## src/rtl/cmul_arbiter.sv

```systemverilog
// Round-robin share of one int/FP multiplier pair between two requesters; response valid MUL_LAT edges after acceptance.
// Single outstanding op: both readys drop outside IDLE; the response register holds until rsp_ready.
module cmul_arbiter #(
  parameter int MUL_LAT = 2
) (
  input  logic        clk,
  input  logic        rst_n,
  input  logic        req0_valid,
  output logic        req0_ready,
  input  logic        req0_op,
  input  logic [31:0] req0_a,
  input  logic [31:0] req0_b,
  input  logic        req1_valid,
  output logic        req1_ready,
  input  logic        req1_op,
  input  logic [31:0] req1_a,
  input  logic [31:0] req1_b,
  output logic [31:0] mul_int_a,
  output logic [31:0] mul_int_b,
  input  logic [63:0] mul_int_c,
  output logic [31:0] mul_fp_a,
  output logic [31:0] mul_fp_b,
  input  logic [31:0] mul_fp_c,
  output logic        rsp_valid,
  input  logic        rsp_ready,
  output logic        rsp_id,
  output logic        rsp_op,
  output logic [63:0] rsp_int,
  output logic [31:0] rsp_fp,
  output logic        busy,
  output logic [15:0] op_count
);

  typedef enum logic [1:0] {IDLE = 2'd0, EXEC = 2'd1, RESP = 2'd2} state_t;

  localparam logic [3:0] CNT_INIT = 4'(MUL_LAT - 1);

  state_t      state_q, state_d;
  logic        last_grant_q;
  logic [3:0]  cnt_q;
  logic        id_q, op_q;
  logic        gnt0, gnt1, accept, capture, rsp_done;
  logic        sel_op;
  logic [31:0] sel_a, sel_b;

  // last_grant_q = 1 means req1 was served last, so req0 wins a tie.
  always_comb begin
    gnt0       = req0_valid & (~req1_valid | last_grant_q);
    gnt1       = req1_valid & (~req0_valid | ~last_grant_q);
    req0_ready = (state_q == IDLE) & gnt0;
    req1_ready = (state_q == IDLE) & gnt1;
    accept     = req0_ready | req1_ready;
    sel_op     = gnt1 ? req1_op : req0_op;
    sel_a      = gnt1 ? req1_a  : req0_a;
    sel_b      = gnt1 ? req1_b  : req0_b;
    capture    = (state_q == EXEC) && (cnt_q == 4'd0);
    rsp_done   = (state_q == RESP) && rsp_ready;
    busy       = (state_q != IDLE);
  end

  always_comb begin
    state_d = state_q;
    case (state_q)
      IDLE:    if (accept)   state_d = EXEC;
      EXEC:    if (capture)  state_d = RESP;
      RESP:    if (rsp_done) state_d = IDLE;
      default:               state_d = IDLE;
    endcase
  end

  always_ff @(posedge clk) begin
    if (!rst_n) state_q <= IDLE;
    else        state_q <= state_d;
  end

  always_ff @(posedge clk) begin
    if (!rst_n) begin
      last_grant_q <= 1'b1;
      cnt_q        <= '0;
      id_q         <= 1'b0;
      op_q         <= 1'b0;
      mul_int_a    <= '0;
      mul_int_b    <= '0;
      mul_fp_a     <= '0;
      mul_fp_b     <= '0;
      rsp_valid    <= 1'b0;
      rsp_id       <= 1'b0;
      rsp_op       <= 1'b0;
      rsp_int      <= '0;
      rsp_fp       <= '0;
      op_count     <= '0;
    end else begin
      if (accept) begin
        // Zero the unused unit's operands so it does not toggle.
        mul_int_a    <= sel_op ? 32'd0 : sel_a;
        mul_int_b    <= sel_op ? 32'd0 : sel_b;
        mul_fp_a     <= sel_op ? sel_a : 32'd0;
        mul_fp_b     <= sel_op ? sel_b : 32'd0;
        id_q         <= gnt1;
        op_q         <= sel_op;
        last_grant_q <= gnt1;
        cnt_q        <= CNT_INIT;
      end
      if (state_q == EXEC) begin
        if (capture) begin
          rsp_valid <= 1'b1;
          rsp_id    <= id_q;
          rsp_op    <= op_q;
          rsp_int   <= op_q ? 64'd0 : mul_int_c;
          rsp_fp    <= op_q ? mul_fp_c : 32'd0;
        end else begin
          cnt_q <= cnt_q - 4'd1;
        end
      end
      if (rsp_done) begin
        rsp_valid <= 1'b0;
        op_count  <= op_count + 16'd1;
      end
    end
  end

endmodule
```

## config.mk

```make
export PLATFORM = sky130hd
export DESIGN_NAME = cmul_arbiter
export DESIGN_NICKNAME = d
export VERILOG_FILES = /design/src/rtl/cmul_arbiter.sv
export SDC_FILE = /design/constraint.sdc
export NUM_CORES = 1
export LEC_CHECK = 0
export BUFFER_PORTS_ARGS = -buffer_cell sky130_fd_sc_hd__buf_2
export CAP_MARGIN = 20
export CORE_AREA = 2 2 186 188
export CTS_CLUSTER_DIAMETER = 60
export DETAILED_ROUTE_END_ITERATION = 8
export DIE_AREA = 0 0 188 190
export GPL_ROUTABILITY_DRIVEN = 1
export HOLD_SLACK_MARGIN = 0.05
export MAX_ROUTING_LAYER = met4
export PLACE_DENSITY = 0.57
export RECOVER_POWER = 100
export SKIP_CTS_REPAIR_TIMING = 1
export SLEW_MARGIN = 40
export SYNTH_ARGS = -nofsm -noshare
export SYNTH_HDL_FRONTEND = slang
export SYNTH_SLANG_ARGS = --single-unit
```

## constraint.sdc

```tcl
create_clock -name clk -period 3.6 [get_ports clk]
set_input_delay 0.72 -clock clk [delete_from_list [all_inputs] [get_ports clk]]
set_output_delay 0.72 -clock clk [all_outputs]
set_load 0.005 [all_outputs]
```

==> impl_results.md, run 1 <==
* Outcome: completed
* Clock Sinks at 252
* Power density over cell area at 559 nW/um^2
* Synth Area in Simple Gates at 14.9%
* Routing usage on met1 at 20.9%
* CTS buffer count at 29
* Antenna-violating nets left at 0
* Mapped Area at 9340 um^2
* Syn_area_per_cell at 10.0 um^2
* Final Util at 38.2%
* Met2 usage at 28.4%
* DR pass1 iterations at 4
* Vias in the first global route at 8553
* Fmax at 358 MHz
* Period utilisation layout at 77.5%
* Total Power at 7250 uW
* Pins Over Slew Limit at 0
* Routability congestion estimate at 0.794
* Area share of the largest cell type after synthesis at 54.0%
* Setup violators final at 0
* Crit path largest cell delay at 1.00 ns
* Critical path launch point type: register
* Final hold vios at 0
* Crit-path leading delay family: simple AND/OR/NAND/NOR gates
* Async set-reset flop share out of synthesis at 0%
* Routed len/inst at 16.9 um
* Fillers at 3573
* Crit-path cells: inv_1, ha_1, nand2b_1, nor3_1, buf_8, clkbuf_1, nand3b_1, a21oi_1
* Commonest non-fill, non-tap cells in the layout: buf_2, dfxtp_1, clkbuf_1
* TritonCTS clock tree: done
* Layout area overhead at 38.9%
* Layout cells sized above 1 at 27.1%
* Final HPWL DP at 23200 um
* Nets at 1620
* Net Count, Synth at 1168
* Synth cell types at 40
* Unrepaired setup endpoints after global routing: no
* Clock slew seen by the registers of the worst setup and hold paths at 0.06 ns
* FP Rows at 68
* DR vias/cell at 4.70
* Die height at 190 um
* CTS max path bufs at 3
* Arr. time, crit path at 3.26 ns
* Max FO, Critical Path at 12
* Setup Crit Path Kind: register to register
* Gate Count Post-Synth at 934
* Max-cap violations at 0
* Number of synthesized register bits at 252
* Grt ovf at 0
* Ys Warns at 0
* Post-synthesis compound-gate area fraction at 18.9%
* Die width at 188 um
* Normalized max-slew margin at 1.83%
* Largest area contributor in the netlist: dfxtp_1
* First-pass GRT wire length at 48200 um
* Initial antenna violation count at 4
* Worst min path class: input port to register
* Post-Synth Adder-Cell Area at 0.402%
* Min Tclk post-route at 2.79 ns
* Die footprint at 35700 um^2
* Clk root buf: clkbuf_16
* DR DRC count at 0
* Core area at 33900 um^2
* Max Clock Skew at 0.0131 ns
* Worst vdd ir at 0.339 mV
* Number of synthesized flops with an enable pin at 0
* Final TNS setup at 0 ns
* Post-synthesis xor/xnor area fraction at 0.937%
* DP Worst Slack at 1.28 ns
* Port buffer count at 476
* Worst Path Required at 4.06 ns
* Largest net degree at the start of global routing at 65
* Initial Util at 27.5%
* H-tree depth at 1
* Commonest non-fill, non-tap cell in the layout: buf_2
* GRT busiest layer: met2
* Top post-synthesis cells by area: dfxtp_1, o2bb2ai_1, mux2i_1, a21oi_1, nand3b_1
* Worst path bufs/invs at 3
* Mux cell area share after synthesis at 7.18%
* Final setup margin at 0.809 ns
* Post-synthesis sequential area ratio at 54.0%
* Main synth FF type: dfxtp_1
* Slew @ Worst Pin at 1.47 ns
* M3 GR Usage at 4.48%
* # IOs at 477
* Final WL at 31500 um
* Combinational family with the most area after synthesis: compound AO/OA/AOI/OAI gates
* Drt initial violations at 254
* Leak at 0.00514 uW
* Critical Path End Type: register
* Critical path's slowest cell: nor3_1
* Worst-skew pair later-pin latency at 0.54 ns
* DR vias at 8758
* Overall fraction of global-route tracks in use at 17.3%
[path summary, 6_finish.rpt]
| kind | start | endpoint | depth (start not counted) | slack [ns] |
|---|---|---|---|---|
| setup / recovery | cnt_q[0] | rsp_int[40] | 8 | 0.81 |
| hold / removal | mul_int_c[37] | rsp_int[37] | 3 | 0.44 |
| setup reg to reg | cnt_q[0] | rsp_int[40] | 8 | 0.81 |
| hold reg to reg | rsp_int[17] | rsp_int[17] | 2 | 0.45 |
[registers in the layout (all words and copies together), names as in the netlist]
| signal | count |
|---|---|
| cnt_q | 4 |
| id_q | 1 |
| last_grant_q | 1 |
| mul_fp_a | 32 |
| mul_fp_b | 32 |
| mul_int_a | 32 |
| mul_int_b | 32 |
| op_count | 16 |
| op_q | 1 |
| rsp_fp | 32 |
| rsp_id | 1 |
| rsp_int | 64 |
| rsp_op | 1 |
| rsp_valid | 1 |
| state_q | 2 |
[worst min-delay path: cells and delay by family]
| family | cells | cell delay, ns |
|---|---|---|
| AO/OA/AOI/OAI | 1 | 0.06 |
| buffers and inverters | 1 | 0.09 |
| AND/OR/NAND/NOR | 1 | 0.07 |
[logic make-up (layout without fill, tap and decap cells)]
group	count (synthesis)	count (layout)
xor+xnor	10	10
flops	252	252
other cells	0	4
buf+inv	86	558
fa+ha+maj	3	3
compound gates	252	252
mux	67	67
simple gates	264	264
[cell usage after synthesis (2+ instances only)]
cell type,count
nor2_1,17
xnor2_1,5
dfxtp_1,252
inv_1,6
nand3b_1,65
nand3_1,40
and3_1,2
mux2i_1,67
or4_1,2
nand4_1,3
buf_2,18
o31ai_1,2
nand2_1,111
a21oi_1,110
ha_1,3
clkbuf_1,59
o21a_1,2
xor2_1,5
o2bb2ai_1,128
nor4_1,3
nand2b_1,3
nor3_1,3
or3_1,6
o21ai_0,5
buf_1,2
[per-stage QoR]
stage | hold WS (ns) | instances | instance area, um^2
3_5_place_dp | 0.440 | 1810 | 12300
2_1_floorplan | 0.432 | 934 | 9340
5_1_grt | 0.428 | 1864 | 13000
3_3_place_gp | 0.435 | 1806 | 12300
6_report | 0.442 | 1865 | 13000
4_1_cts | 0.417 | 1861 | 13300
[layer usage]
layer	wire length [um]	part of all wire (%)	vias to the layer above
met5	0	0	-
met4	903	2.9	0
met3	2640	8.4	53
met2	14800	47	358
met1	13200	42	4050
li1	-	-	4297
[area by class of cell]
type | instances | area (um^2) | area share [%]
Clock inverter | 7 | 75.1 | 0.579
Timing Repair Buffer | 500 | 2400 | 18.5
Multi-Input combinational cell | 596 | 3960 | 30.5
Tap cell | 455 | 569 | 4.39
Sequential cell | 252 | 5050 | 38.9
Clock buffer | 44 | 882 | 6.80
Antenna cell | 4 | 10.0 | 0.0771
Inverter | 7 | 28.8 | 0.222
[power breakdown]
part | internal, uW | switching, uW
clock network | 1750 | 1160
logic | 493 | 693
registers | 3020 | 138
No activity file was read; power rests on OpenSTA's default activity.
==> run 2: changes to the inputs <==
clock period = 2.65 ns   (was 3.6 ns; I/O delays follow)
==> run 2 against run 1 <==
Clock power up 30%; critical path type unchanged; largest cell class unchanged; highest routed layer unchanged; largest power group unchanged; cell count down 1.0%; combinational power up 34%; via count down 0.70%; register-to-register slack worse by 0.46 ns.
==> impl_results.md, run 2 (same netlist as run 1, synthesis figures left out) <==
* Outcome: completed
* Clock slew seen by the registers of the worst setup and hold paths at 0.06 ns (about the same)
* Slew @ Worst Pin at 1.21 ns (-0.263 ns)
* Fmax at 435 MHz (+22%)
* Final hold vios at 0 (unchanged)
* Max FO, Critical Path at 99 (+87)
* Core area at 33900 um^2 (unchanged)
* Hold WS at 0.257 ns (-0.185 ns)
* Drt initial violations at 251 (-1.2%)
* Nets at 1608 (-0.74%)
* Worst-skew pair later-pin latency at 0.54 ns (about the same)
* CTS buffer count at 28 (-3.4%)
* Period utilisation layout at 86.7% (+9.1 points)
* Layout area overhead at 37.4%
* Power density over cell area at 750 nW/um^2 (+34%)
* Final HPWL DP at 22100 um (-5.0%)
* DR vias/cell at 4.71 (+0.33%)
* Die height at 190 um (unchanged)
* First-pass GRT wire length at 47800 um (-0.84%)
* DR DRC count at 0 (unchanged)
* Die footprint at 35700 um^2 (unchanged)
* Worst Path Required at 3.12 ns (-0.94 ns)
* # IOs at 477 (unchanged)
* Layout cells sized above 1 at 26.3% (-0.77 points)
* Final Cell Area at 12800 um^2 (-1.0%)
* Largest Register: rsp_int
* Die width at 188 um (unchanged)
* Arr. time, crit path at 2.76 ns (-0.50 ns)
* Placed Area at 12200 um^2 (-1.1%)
* Unrepaired setup endpoints after global routing: no
* Setup violators final at 0 (unchanged)
* DR vias at 8697 (-0.70%)
* DR pass1 iterations at 5 (+1)
* Largest net degree at the start of global routing at 122 (+88%)
* Max Clock Skew at 0.0118 ns (-0.00136 ns)
* Port buffer count at 476 (unchanged)
* Routed len/inst at 17.0 um (+0.67%)
* Final TNS setup at 0 ns (unchanged)
* Commonest non-fill, non-tap cell in the layout: buf_2
* Initial Util at 27.5% (unchanged)
* Grt ovf at 0 (unchanged)
* Final WL at 31400 um (-0.35%)
* DP Worst Slack at 0.338 ns (-0.940 ns)
* CTS max path bufs at 3 (unchanged)
* Commonest non-fill, non-tap cells in the layout: buf_2, dfxtp_1, clkbuf_1
* Critical Path End Type: register
* Final Util at 37.8% (-0.40 points)
* FP Rows at 68 (unchanged)
* Routability congestion estimate at 0.772 (-2.8%)
* Setup Crit Path Kind: register to register
* Max FFs per register at 64 (unchanged)
* Final setup margin at 0.354 ns (-0.455 ns)
* Vias in the first global route at 8450 (-1.2%)
* Leak at 0.00505 uW (-1.9%)
* Overall fraction of global-route tracks in use at 17.1% (-0.19 points)
* Pins Over Slew Limit at 0 (unchanged)
* Initial antenna violation count at 1 (-3)
* Worst min path class: input port to register
* Min Tclk post-route at 2.30 ns (-0.495 ns)
* TritonCTS clock tree: done
* Clock Sinks at 252 (unchanged)
* Antenna-violating nets left at 0 (unchanged)
* Critical path launch point type: register
* Clk root buf: clkbuf_16
* H-tree depth at 1 (unchanged)
* Worst vdd ir at 0.510 mV (+50%)
* Max-cap violations at 0 (unchanged)
* Normalized max-slew margin at 19.4% (+18 points)
run 2: path summary, 6_finish.rpt:
path | from | endpoint | slack, ns | cells past startpoint
max | cnt_q[0] | rsp_int[31] | 0.35 | 7
min | mul_int_c[46] | rsp_int[46] | 0.26 | 3
max reg2reg | cnt_q[0] | rsp_int[31] | 0.35 | 7
min reg2reg | rsp_fp[14] | rsp_fp[14] | 0.45 | 2
run 2: area by class of cell:
| type | count | area [um^2] |
|---|---|---|
| antenna | 1 | 2.50 |
| clock buffer | 38 | 820 |
| clock inverter | 8 | 72.6 |
| fill | 3521 | 21100 |
| inverter | 7 | 28.8 |
| multi-input combinational | 596 | 3960 |
| sequential | 252 | 5050 |
| tap | 455 | 569 |
| timing repair buffer | 489 | 2340 |
run 2: power breakdown:
| part | leakage, uW | internal [uW] | switching [uW] |
|---|---|---|---|
| clock | 0.000446 | 2240 | 1530 |
| combinational | 0.00255 | 640 | 955 |
| sequential | 0.00205 | 4100 | 169 |
| total | 0.00505 | 6980 | 2660 |
run 2: routing by layer:
| metal | track usage [%] | vias up | routed length [um] |
|---|---|---|---|
| li1 | - | 4245 | - |
| met2 | 28.2 | 346 | 14800 |
| met5 | - | - | 0 |
| met3 | 4.48 | 36 | 2560 |
| met4 | 3.21 | 0 | 469 |
| met1 | 21.2 | 4070 | 13600 |
run 2: per-stage QoR:
stage	total power (uW)	cells
after global routing	10100	1846
after global placement	6020	1799
final	9640	1846
after floorplan	5220	934
after detailed placement	6030	1799
after CTS	9850	1845
run 2: worst max-delay path, cell delays in order, from the launching register on:
cell and delay (ns):
dfxtp_1 0.37, inv_1 0.08, ha_1 0.23, nand2b_1 0.12
or3_4 0.12, clkbuf_4 0.87, nand2_1 0.17, a21oi_1 0.17
==> run 3: changes to the inputs <==
BUFFER_PORTS_ARGS = default   (was -buffer_cell sky130_fd_sc_hd__buf_2)
DONT_BUFFER_PORTS = 1   (was default)
PLACE_DENSITY = 0.45   (was 0.57)
==> run 3 against run 2 <==
Sequential power up 3%; non-clock buffer count fell by 478; largest cell class unchanged; die area did not move; wire length decreased by 8.1%; cell count is 26% lower; largest power group unchanged; via count decreased by 20%.
==> impl_results.md, run 3 (same netlist as run 1, synthesis figures left out) <==
* R2r setup slk at 0.50 ns (+0.15 ns)
* Largest Register: rsp_int
* Pins Over Slew Limit at 0 (unchanged)
* Max FFs per register at 64 (unchanged)
* Diode count at 0 (-1)
* Fmax at 449 MHz (+3.0%)
* Setup violators final at 0 (unchanged)
* Arr. time, crit path at 1.70 ns (-1.06 ns)
* DR DRC count at 0 (unchanged)
* Clock Sinks at 252 (unchanged)
* Reg2reg path depth at 5 (-2)
* DR vias/cell at 5.05 (+7.1%)
* TritonCTS clock tree: done
* # IOs at 477 (unchanged)
* Critical path launch point type: register
* H-tree depth at 1 (unchanged)
* FP Rows at 68 (unchanged)
* Die width at 188 um (unchanged)
* Hold WS at 0.0791 ns (-0.178 ns)
* Initial antenna violation count at 0 (-1)
* Worst-skew pair later-pin latency at 0.55 ns (about the same)
* Crit-path cells: nor2_1, clkbuf_1, and2_0
* Max Clock Skew at 0.0149 ns (+0.00314 ns)
* R2r endpoint: mul_fp_b[30]
* Worst Hold Path EP: last_grant_q
* Power density over cell area at 908 nW/um^2 (+21%)
* Worst min path class: input port to register
* Drt initial violations at 239 (-4.8%)
* Max-cap violations at 0 (unchanged)
* Crit path largest cell delay at 0.39 ns (-0.48 ns)
* CTS buffer count at 29 (+3.6%)
* First-pass GRT wire length at 42700 um (-11%)
* CTS max path bufs at 3 (unchanged)
* Overall fraction of global-route tracks in use at 15.7% (-1.4 points)
* Max FO, Critical Path at 7 (-93%)
* Layout area overhead at 15.4%
* Unrepaired setup endpoints after global routing: no
* Die height at 190 um (unchanged)
* Final TNS setup at 0 ns (unchanged)
* Worst vdd ir at 0.437 mV (-14%)
* Critical path's slowest cell: and2_0
* Worst hold path stage count at 1 (-2)
* Period utilisation layout at 84.1% (-2.5 points)
* DP Worst Slack at 0.606 ns (+0.267 ns)
* Vias in the first global route at 6731 (-20%)
* Antenna-violating nets left at 0 (unchanged)
* Outcome: completed
* Min-delay src: rst_n
* Routed len/inst at 21.0 um (+23%)
* Final HPWL DP at 19900 um (-10%)
* Largest net degree at the start of global routing at 119 (-2.5%)
* Worst reg2reg startpoint: state_q[1]
* Leak at 0.00359 uW (-29%)
* Setup Crit Path Kind: register to primary output
* Port buffer count at 0 (-100%)
* Clock slew seen by the registers of the worst setup and hold paths at 0.06 ns (about the same)
* DR vias at 6935 (-20%)
* Grt ovf at 0 (unchanged)
* Final WL at 28900 um (-8.1%)
* Final setup margin at 0.421 ns (+0.0674 ns)
* Commonest non-fill, non-tap cells in the layout: dfxtp_1, o2bb2ai_1, nand2_1
* Normalized max-slew margin at 36.1% (+17 points)
* Commonest non-fill, non-tap cell in the layout: dfxtp_1
* Slew @ Worst Pin at 0.958 ns (-0.251 ns)
* Core area at 33900 um^2 (unchanged)
* Layout cells sized above 1 at 7.73% (-19 points)
* Critical Path End Type: primary output
* Clk root buf: clkbuf_16
* Initial Util at 27.5% (unchanged)
* Min Tclk post-route at 2.23 ns (-0.0674 ns)
* Final hold vios at 0 (unchanged)
* Worst Path Required at 2.12 ns (-1.00 ns)
* DR pass1 iterations at 4 (-1)
* Routability congestion estimate at 0.733 (-5.0%)
* Die footprint at 35700 um^2 (unchanged)
* Nets at 1131 (-30%)
-- run 3: cell count changes in the layout (fill, tap and decap cells not counted), moves of 2 or more --
cell	previous run	this run
clkbuf_1	177	1
buf_2	302	0
bufinv_16	1	5
clkinvlp_4	0	3
buf_12	6	4
clkbuf_4	3	1
-- run 3: area by class of cell --
| class | instances | area (um^2) |
|---|---|---|
| clock inverters | 18 | 240 |
| inverters | 7 | 28.8 |
| well taps | 455 | 569 |
| flip-flops and latches | 252 | 5050 |
| fillers | 3502 | 23200 |
| multi-input cells | 596 | 3960 |
| clock buffers | 35 | 808 |
| repair buffers | 11 | 130 |
-- run 3: how the worst max path moves through the flow --
stage / start / endpoint / slack, ns / cells after the start
after floorplan: rsp_ready / op_count[15] / 0.94 / 5
after global placement: cnt_q[0] / rsp_fp[21] / 0.67 / 7
after detailed placement: cnt_q[0] / rsp_fp[9] / 0.61 / 7
after CTS: state_q[1] / req0_ready / 0.44 / 4
after global routing: state_q[1] / req1_ready / 0.20 / 3
final: state_q[1] / req1_ready / 0.42 / 3
-- run 3: metal layers --
layer | global-route usage [%] | wire length, um | vias up
li1 | - | - | 3317
met1 | 18.3 | 11500 | 3250
met2 | 25.5 | 13800 | 332
met3 | 5.90 | 3120 | 36
met4 | 4.09 | 488 | 0
met5 | - | 0 | -
-- run 3: where the power goes --
part | leakage, uW | internal (uW) | switching (uW) | total (uW)
Clock | 0.000514 | 2660 | 1640 | 4310
Sequential | 0.00205 | 4100 | 279 | 4380
Combinational | 0.00103 | 381 | 725 | 1110
-- run 3: worst max-delay path: cells and delay by family (launching register included) --
kind	cells	cell delay, ns
buf+inv	1	0.20
flops	1	0.36
simple gates	2	0.59
-- run 3: per-stage QoR --
step                utilization, %  std cells  cell area, um^2  total power, uW
finish                        31.8       1374            10800             9790
detailed placement            28.8       1321             9790             5620
global placement              28.8       1321             9790             5620
CTS                           31.9       1374            10800             9990
global route                  31.8       1374            10800            10200
floorplan                        -        934             9340             5220
